<file path="src/rtl/fir_sample_feeder.sv">
// Purpose: buffers source samples in a FIFO and issues them one at a time to the FIR (optional FEEDER_OVERFLOW_CNT_EN adds drop_count).
// Latency: a write into an empty idle FIFO pops on the next edge; fir_input_valid pulses for one cycle after that pop.
// Backpressure: in_ready drops while the FIFO is full; writes refused while full are dropped and flagged in overflow.
module fir_sample_feeder #(
    parameter int DATA_W  = 8,
    parameter int DEPTH   = 8,
    parameter int TIMEOUT = 64
) (
    input  logic                     clk,
    input  logic                     reset,
    input  logic                     in_valid,
    input  logic [DATA_W-1:0]        in_data,
    output logic                     in_ready,
    output logic                     fir_input_valid,
    output logic [DATA_W-1:0]        fir_data,
    input  logic                     fir_output_valid,
    output logic                     busy,
    output logic [$clog2(DEPTH):0]   level,
    output logic                     overflow,
    input  logic                     overflow_clr,
`ifdef FEEDER_OVERFLOW_CNT_EN
    output logic [15:0]              drop_count,
`endif
    output logic                     timeout_err
);
    localparam int ADDR_W = $clog2(DEPTH);
    localparam int WD_W   = $clog2(TIMEOUT);
    localparam logic [ADDR_W:0] LVL_FULL = (ADDR_W+1)'(DEPTH);
    localparam logic [WD_W-1:0] WD_LAST  = WD_W'(TIMEOUT - 1);

    typedef enum logic [1:0] {IDLE, ISSUE, WAIT} state_t;

    state_t              state;
    logic [DATA_W-1:0]   mem [DEPTH];
    logic [ADDR_W-1:0]   wr_ptr;
    logic [ADDR_W-1:0]   rd_ptr;
    logic [WD_W-1:0]     wdog;
    logic                wr_en;
    logic                drop;
    logic                pop;
    logic                wd_expired;

    assign in_ready   = (level != LVL_FULL);
    assign wr_en      = in_valid & in_ready;
    assign drop       = in_valid & ~in_ready;
    assign pop        = (state == IDLE) && (level != '0);
    assign wd_expired = (wdog == WD_LAST);

    // Storage is deliberately left unreset; only pointers and level define validity.
    always_ff @(posedge clk) begin
        if (wr_en) begin
            mem[wr_ptr] <= in_data;
        end
    end

    always_ff @(posedge clk or posedge reset) begin
        if (reset) begin
            wr_ptr   <= '0;
            level    <= '0;
            overflow <= 1'b0;
`ifdef FEEDER_OVERFLOW_CNT_EN
            drop_count <= '0;
`endif
        end else begin
            if (wr_en) begin
                wr_ptr <= wr_ptr + 1'b1;
            end
            case ({wr_en, pop})
                2'b10:   level <= level + 1'b1;
                2'b01:   level <= level - 1'b1;
                default: level <= level;
            endcase
            if (overflow_clr) begin
                overflow <= 1'b0;
            end else if (drop) begin
                overflow <= 1'b1;
            end
`ifdef FEEDER_OVERFLOW_CNT_EN
            if (overflow_clr) begin
                drop_count <= '0;
            end else if (drop && (drop_count != 16'hFFFF)) begin
                drop_count <= drop_count + 1'b1;
            end
`endif
        end
    end

    always_ff @(posedge clk or posedge reset) begin
        if (reset) begin
            state           <= IDLE;
            rd_ptr          <= '0;
            fir_data        <= '0;
            fir_input_valid <= 1'b0;
            busy            <= 1'b0;
            wdog            <= '0;
            timeout_err     <= 1'b0;
        end else begin
            fir_input_valid <= 1'b0;
            if (overflow_clr) begin
                timeout_err <= 1'b0;
            end
            case (state)
                IDLE: begin
                    if (pop) begin
                        fir_data        <= mem[rd_ptr];
                        rd_ptr          <= rd_ptr + 1'b1;
                        fir_input_valid <= 1'b1;
                        busy            <= 1'b1;
                        state           <= ISSUE;
                    end
                end
                ISSUE: begin
                    wdog  <= '0;
                    state <= WAIT;
                end
                WAIT: begin
                    if (fir_output_valid) begin
                        busy  <= 1'b0;
                        state <= IDLE;
                    end else if (wd_expired) begin
                        busy  <= 1'b0;
                        state <= IDLE;
                        if (!overflow_clr) begin
                            timeout_err <= 1'b1;
                        end
                    end else begin
                        wdog <= wdog + 1'b1;
                    end
                end
                default: begin
                    busy  <= 1'b0;
                    state <= IDLE;
                end
            endcase
        end
    end
endmodule
</file>
<file path="config.mk">
export PLATFORM = sky130hd
export DESIGN_NAME = fir_sample_feeder
export DESIGN_NICKNAME = d
export VERILOG_FILES = /design/src/rtl/fir_sample_feeder.sv
export SDC_FILE = /design/constraint.sdc
export NUM_CORES = 1
export LEC_CHECK = 0
export ABC_AREA = 1
export CAP_MARGIN = 20
export CELL_PAD_IN_SITES_DETAIL_PLACEMENT = 2
export CELL_PAD_IN_SITES_GLOBAL_PLACEMENT = 2
export CORE_MARGIN = 2
export CORE_UTILIZATION = 43
export CTS_BUF_LIST = sky130_fd_sc_hd__clkbuf_2
export CTS_CLUSTER_DIAMETER = 60
export CTS_CLUSTER_SIZE = 10
export DETAILED_ROUTE_END_ITERATION = 8
export DONT_BUFFER_PORTS = 1
export GPL_TIMING_DRIVEN = 0
export PLACE_DENSITY = 0.91
export SETUP_SLACK_MARGIN = 0.2
export SLEW_MARGIN = 20
export SYNTH_ARGS = -nofsm -noshare
export SYNTH_HDL_FRONTEND = slang
export SYNTH_SLANG_ARGS = --single-unit
</file>
<file path="constraint.sdc">
create_clock -name clk -period 2.2 [get_ports clk]
set_input_delay 0.33 -clock clk [delete_from_list [all_inputs] [get_ports clk]]
set_output_delay 0.33 -clock clk [all_outputs]
set_load 0.005 [all_outputs]
</file>
After elaboration in Yosys (flattened, before gate mapping) --
Memories as Yosys holds them, arrays and structs flattened. A register that Yosys moved wholly into a read port is not among the register bits. Cells that the tools add are included.
Word-level totals: flip-flop bits (word level) 22, output and inout port bits 17, logic and storage cells 62, memories 1, RAM bits 64
Memory list:
- mem | depth 8, bits a word 8, rd ports 1, clocked after memory_dff 1, write ports 1, RTL line 34 | logic [DATA_W-1:0] mem [DEPTH];
Cells by class: bitwise logic cells 4, reduce and logical (&&, ||, !) cells 10, equality and inequality tests 10, $add $sub $neg 5, multiplexer cells 23
Operator list (count):
- 1-bit two-way mux | 14
- 6-bit two-way mux | 2
- 6-bit one-hot mux with 2 select lines | 1
- 4-bit one-hot mux with 2 select lines | 1
- 3-bit by 1-bit adder with 3-bit output, second input constant | 2
- 6-bit by 1-bit adder with 6-bit output, second input constant | 1
- 6-bit equality test, second input constant | 1
- 2-bit two-way mux | 3
- 2-bit != test, second input constant | 3
- 2-bit one-hot mux with 3 select lines | 1
- 3-bit AND reduction | 2
- 2-bit nonzero test | 3
- 4-bit by 1-bit adder with 4-bit output, second input constant | 1
- 2-bit by 1-bit equality test with 1-bit output, second input constant | 2
- 2-bit equality test, second input constant | 2
- 4-bit != test, second input constant | 1
- 2-bit AND reduction | 2
- 4-bit nonzero test | 1
- 4-bit by 1-bit subtractor with 4-bit output, second input constant | 1
- 3-bit != test, second input constant | 1
- 1-bit one-hot mux with 3 select lines | 1
- 1-bit AND | 2
- 2-bit logical NOT | 1
- 1-bit inverter | 2
- 1-bit logical AND | 1

Longest topological paths before layout --
Gate-level depths: netlist of run 1.
depth in word-level cells 5, depth in mapped cells 12, mapped depth without buffers 12

Least setup slack after synthesis of run 1 --
OpenSTA, ideal clock, no wires.
path type reg2reg, from register level[0], to register level[2], stages on the path, launching flop included 12, setup time 0.129 ns, setup slack 0.353 ns, arrival time 1.718 ns, period minus slack after synthesis 1.847 ns, cells stage by stage dfrtp_1 nor2_4 nand3_2 nand2_2 ha_1 nand2_1 inv_1 nor2_1 ha_1 a21oi_1 xor2_1 o21ai_0
On the way: longest elaborated chain between the ends 4
Ends and longest elaborated chain:
- start, declared | RTL line 18 | output logic [$clog2(DEPTH):0] level,
- start signal, assigned | RTL line 69 | 2'b10: level <= level + 1'b1;
- start signal, assigned | RTL line 70 | 2'b01: level <= level - 1'b1;
- start signal, assigned | RTL line 71 | default: level <= level;
- 4-bit != test * | RTL line 43 | assign in_ready = (level != LVL_FULL);
- named net in_ready | RTL line 13 | output logic in_ready,
- 1-bit AND * | RTL line 44 | assign wr_en = in_valid & in_ready;
- 2-bit by 1-bit equality test with 1-bit output or 2-bit equality test (tied branches) | RTL line 68 | case ({wr_en, pop})
- 4-bit one-hot mux with 2 select lines or 2-bit nonzero test (tied branches)
Mark *: on every way through the listed nets, which the timed path passes. The rest lies on a longest branch. A chain may end at the register's enable or synchronous reset.

Final worst setup path of run 1 --
from register level[2], to memory mem[7][6], enable pin
On the way: longest elaborated chain between the ends 4
Ends and longest elaborated chain:
- 4-bit != test | RTL line 43
- named net in_ready | RTL line 13
- 1-bit AND | RTL line 44
- 1-bit two-way mux | RTL line 51 | if (wr_en) begin
- 1-bit two-way mux (implied by the code) | RTL line 52 | mem[wr_ptr] <= in_data;
- end, declared | RTL line 34
The timed path passes the listed nets, and every way through them passes these cells.

==> impl_metrics.ini, run 1 <==
[run_status]
status = finished clean

[routing]
vias = 2983
drt_pass1_iterations = 5
final_antenna_net_count = 0
routed_wl_um = 13050
route.detailed.drc = 0
via_per_inst = 5.792
wl_per_cell_um = 25.34
drtIter0Drc = 177

[floorplan]
core-area_sq_um = 9109
dieArea_sq_um = 10050
die_h_um = 100.2
start_util = 0.4372
die_x_um = 100.2
fp-row-count = 35
num_io_pins = 30

[global_route]
grt_max_degree = 31
grt_usage = 0.2708
gr-total-overflow = 0
grt_antenna_before_repair = 0
grt_pass1_wl_um = 19400
grt_pass1_vias = 3247

[yosys]
yosys_register_bits = 94
yosys_warnings = 0
synthesis.nets = 388
ys_types = 29
synth_top_family_by_area = simple AND/OR/NAND/NOR gates
yosys.area_share.simple = 0.1869
synth_compound_area_frac = 0.06660
synthAdderAreaFrac = 0.01885
avgSynthCellArea_sq_um = 10.79
synth_xor_area_frac = 0.01539
muxShareOfSynthArea = 0
syn-cell-area_sq_um = 3983
seq_area_frac_synth = 0.6711
synthCells = 369

[setup_path]
slowest_stage = dfrtp_2
slowest_delay_ns = 0.50
endpoint_kind = flip-flop
worstPathArrival_ns = 2.25
crit_chain = inv_2 -> nand3_4 -> nand2_4 -> inv_1 -> nand2_1 -> nor2_2
cp-start-kind = flip-flop
crit_fanout = 8
rrSetupSlack_ns = 0.19
path_class = reg -> reg
cp_data_required_time_ns = 2.44

[sta]
setup-violations-final = 0
rsz0062_at_grt = yes
report.final.slew_viol_count = 0
worst_pin_slew_ns = 0.7211
max_freq_ghz = 0.4966
hold_viol = 0
slew_headroom = 0.5186
skew_ns = 0.07543
min_period_over_period = 0.9154
period_needed_ns = 2.014

[clocking]
ctsRootBufferMaster = clkbuf_2
clk_pin_slew_worst_paths_ns = 0.32
cts_buffers = 9
cts_tree = yes
clk_latency_ns = 0.63
ctsHtreeMaxLevel = 3
max-clock-path-buffers = 2
clock_sinks = 94

[cells_and_area]
fin_cells = 515
drive_above_1_share = 0.1609
areaGrowthSynthToFinish_pct = 13.29
antennaDiodeCount = 0
final_util = 0.4953
fin_nets = 418

[place]
routabilityCongestion = 0.7710
post-dp-hpwl_um = 8182
dp_cells = 480
io_buffers = 0

[flow_run]
drv_cap = 0

[worst_hold_path]
hold_path_class = in -> reg

[power_and_ir_drop]
irDropWorstVdd_mv = 0.6198
powerDensity_nw_per_um2 = 1411
leakage_nw = 1.745
sequential cells by signal (all words and copies together), names as in the netlist:
name	flops
wr_ptr	3
wdog	6
fir_input_valid	1
overflow	1
busy	1
level	4
rd_ptr	3
state	2
mem	64
fir_data	8
timeout_err	1
report_power, final:
group,internal [mW],switching (mW)
Sequential,2.32,0.301
Combinational,0.861,1.92
Clock,0.274,0.697
Total,3.45,2.91
worst paths after layout:
path	start	to	cells after the start
worst max-delay path	level[2]	mem[7][6]	6
worst min-delay path	in_valid	wr_ptr[1]	3
worst max register to register	level[2]	mem[7][6]	6
worst min register to register	fir_data[7]	fir_data[7]	2
max in group asynchronous	reset	rd_ptr[0]	2
min in group asynchronous	reset	overflow	2
layout by cell type, fill, tap and decap left out, drive strengths merged:
| cell | count |
|---|---|
| nor2 | 82 |
| xnor2 | 3 |
| inv | 26 |
| nand3 | 35 |
| o21ai | 41 |
| dfrtp | 30 |
| nor3 | 1 |
| ha | 6 |
| buf | 15 |
| nor3b | 1 |
| dlygate4sd3 | 13 |
| o211ai | 1 |
| or2 | 1 |
| nand4 | 1 |
| clkinvlp | 3 |
| a21oi | 3 |
| xor2 | 4 |
| edfxtp | 64 |
| a31oi | 3 |
| nand2 | 57 |
| bufinv | 1 |
| clkbuf | 12 |
| clkinv | 1 |
cell families after synthesis:
group                      after synthesis
xor gates and xnor gates                 7
adders and majority gates                6
and+or+nand+nor                        178
AOI/OAI and AO/OA                       48
DFF                                     94
buffers and inverters                   36
critical path: cells and delay by family (launching register included):
kind          cells  cell delay [ns]
buf+inv           2             0.25
flops             1             0.50
simple gates      4             0.89
synth_stat cells:
cell type | count | share of area
nor2_1 | 80 | 0.075
edfxtp_1 | 64 | 0.48
nand2_1 | 55 | 0.052
o21ai_0 | 40 | 0.050
nand3_1 | 34 | 0.043
dfrtp_1 | 30 | 0.19
inv_1 | 19 | 0.018
ha_1 | 6 | 0.019
buf_2 | 5 | 0.0063
inv_2 | 4 | 0.0038
xor2_1 | 4 | 0.0088
a21oi_1 | 3 | 0.0038
buf_4 | 3 | 0.0057
clkbuf_2 | 3 | 0.0038
xnor2_1 | 3 | 0.0066
a31oi_1 | 2 | 0.0031
nand2_2 | 2 | 0.0031
a31oi_4 | 1 | 0.0053
buf_6 | 1 | 0.0028
clkinv_1 | 1 | 0.00094
nand3_2 | 1 | 0.0025
nand4_1 | 1 | 0.0016
nor2_2 | 1 | 0.0016
nor2_4 | 1 | 0.0028
nor3_1 | 1 | 0.0013
nor3b_1 | 1 | 0.0019
o211ai_1 | 1 | 0.0019
o21ai_2 | 1 | 0.0022
or2_4 | 1 | 0.0022
per-stage QoR:
stage	setup TNS, ns	hold slack, ns	setup slack (ns)	power [mW]	cell area [sq um]
after global routing	0	0.01654	0.07937	6.713	4512
after global placement	0	0.3945	0.1344	4.702	4121
after detailed placement	-1.067	0.3627	-0.1342	5.002	4121
after floorplan	0	0.3931	0.3531	4.165	3983
final	0	0.01290	0.1861	6.366	4512
after CTS	0	0.03072	0.1753	6.145	4463
final cells by class:
cell class | instances | area [sq um]
well taps | 111 | 138.9
flip-flops and latches | 94 | 2678
repair buffers | 19 | 175.2
fillers | 958 | 4597
clock inverters | 7 | 78.83
inverters | 24 | 90.09
multi-input cells | 239 | 1232
clock buffers | 9 | 45.04
plain buffers | 12 | 73.82
timing repair:
action | in CTS | in global routing
hold buffers | 13 | 0
endpoints found under the setup margin | 67 | 18
endpoints found under the hold margin | 97 | 0
gates resized for setup | 23 | 3
pin swaps | 1 | 3
buffers inserted | 2 | 4
layer usage:
metal	wire (um)	GRT usage	share of wire	vias up
li1	-	-	-	1304
met1	5232	0.3226	0.40	1542
met2	6873	0.4822	0.53	102
met3	530	0.04248	0.041	35
met4	415	0.1222	0.032	0
met5	0	0	0	-
Note: power is estimated with default switching activity, not from simulation.
==> inputs of run 2 (changes only) <==
Settings changed: CORE_UTILIZATION 43 to 47, PLACE_DENSITY 0.91 to 0.95.
Clock period 2.2 ns to 2.5 ns, I/O delays scaled along.
==> impl_metrics.ini, run 2 (same netlist as run 1, synthesis figures left out) <==
[global_route]
gr-total-overflow = 0
grt_pass1_wl_um = 19480
grt_pass1_vias = 3323
grt_max_degree = 31
grt_antenna_before_repair = 0
grt_usage = 0.3041

[setup_path]
r2r_start = state[0]
endpoint_kind = flip-flop
worstPathArrival_ns = 2.78
path_class = reg -> reg
startpoint = state[0]
crit_fanout = 4
cp-start-kind = flip-flop
cp_data_required_time_ns = 3.00

[cells_and_area]
final_common_cell = nor2_1
seq_area_sq_um = 2675
largest_reg_flops = 64
largest-register = mem
fin_nets = 412
multi_input_area_sq_um = 1170
areaGrowthSynthToFinish_pct = 9.676
drive_above_1_share = 0.1307
layout_common_cells = nor2_1, edfxtp_1, nand2_1
design_area_sq_um = 4368
antennaDiodeCount = 0
reg.largest.list = mem x64, fir_data x8, wdog x6
nFillCells = 840

[sta]
worst_pin_slew_ns = 0.8636
hold_viol = 0
rsz0062_at_grt = yes
period_needed_ns = 2.278
hold_slack_ns = 0.2472
skew_ns = 0.07640
setup_tns_ns = 0
max_freq_ghz = 0.4391
report.final.slew_viol_count = 0
setup-violations-final = 0
slew_headroom = 0.4221
min_period_over_period = 0.9110

[routing]
wl_per_cell_um = 25.32
via_per_inst = 5.763
routed_wl_um = 12740
drt_pass1_iterations = 6
route.detailed.drc = 0
final_antenna_net_count = 0
vias = 2899
drtIter0Drc = 266

[floorplan]
die_x_um = 96.05
num_io_pins = 30
start_util = 0.4847
die_h_um = 96.05
dieArea_sq_um = 9226
fp-row-count = 33
core-area_sq_um = 8217

[flow_run]
drv_cap = 0

[clocking]
clock_sinks = 94
clk_latency_ns = 0.62
cts_tree = yes
max-clock-path-buffers = 2
clk_pin_slew_worst_paths_ns = 0.34
ctsHtreeMaxLevel = 3
cts_buffers = 9
ctsRootBufferMaster = clkbuf_2

[place]
post-dp-hpwl_um = 8628
io_buffers = 0
routabilityCongestion = 0.7870
post_dp_cell_area_sq_um = 4114

[power_and_ir_drop]
irDropWorstVdd_mv = 0.6329
leakage_nw = 1.714
powerDensity_nw_per_um2 = 1218

[run_status]
status = finished clean

[worst_hold_path]
hold_path_class = in -> async
-- run 2: changes by cell type in the layout (fill, tap and decap cells not counted), moves of 2 or more --
cell,before,now
dfrtp_1,26,28
dfrtp_2,4,2
clkinvlp_4,3,0
nor2_4,5,1
buf_4,9,4
nor2_2,5,8
-- run 2: area by class of cell --
cell class / instances / area share
Multi-Input combinational cell: 239 / 0.2678
Sequential cell: 94 / 0.6124
Inverter: 24 / 0.02062
Clock inverter: 7 / 0.01260
Tap cell: 105 / 0.03008
Clock buffer: 9 / 0.01031
Timing Repair Buffer: 13 / 0.02922
Buffer: 12 / 0.01690
-- run 2: report_power, final --
part	switching (mW)	internal [mW]	total (mW)	leakage, nW
sequential	0.254	2.04	2.29	0.956
clock	0.580	0.148	0.729	0.0666
combinational	1.63	0.674	2.30	0.691
total	2.46	2.86	5.32	1.71
-- run 2: worst paths after layout --
| check | to | slack, ns | depth (start not counted) |
|---|---|---|---|
| worst min-delay path | fir_data[3] | 0.25 | 2 |
| max in group asynchronous | fir_data[5] | 1.73 | 2 |
| worst max register to register | level[2] | 0.22 | 11 |
| worst min register to register | fir_data[6] | 0.56 | 2 |
| min in group clk | overflow | 0.36 | 2 |
| worst max-delay path | level[2] | 0.22 | 11 |
-- run 2: what timing repair did --
item,in CTS,in global routing
setup endpoints to repair,10,49
setup buffers,0,1
gates resized for setup,3,8
hold endpoints to repair,97,1
hold buffers,11,1
pin swaps,0,1
-- run 2: worst max-delay path: stages (launching register included) --
cell and delay, ns:
dfrtp_1 0.45, inv_1 0.11, nand2_1 0.17, a31oi_2 0.24, ha_1 0.27, nand2_1 0.08
inv_1 0.10, nor2_1 0.08, ha_1 0.21, a21oi_1 0.16, xor2_1 0.19, o21ai_0 0.10
-- run 2: per-stage QoR --
stage | total power [mW] | cells | utilization | worst slack (ns)
2_1_floorplan | 3.665 | 369 | - | 0.6531
3_3_place_gp | 4.149 | 474 | 0.5007 | 0.3897
3_5_place_dp | 4.468 | 474 | 0.5007 | 0.2129
4_1_cts | 5.208 | 501 | 0.5270 | 0.2050
5_1_grt | 5.674 | 503 | 0.5316 | 0.1304
6_report | 5.320 | 503 | 0.5316 | 0.2224
-- run 2: metal layers --
layer  global-route usage  part of all wire
met3              0.06891             0.045
met2               0.5116              0.52
met4               0.1476             0.040
met5                    0                 0
met1               0.3692              0.40
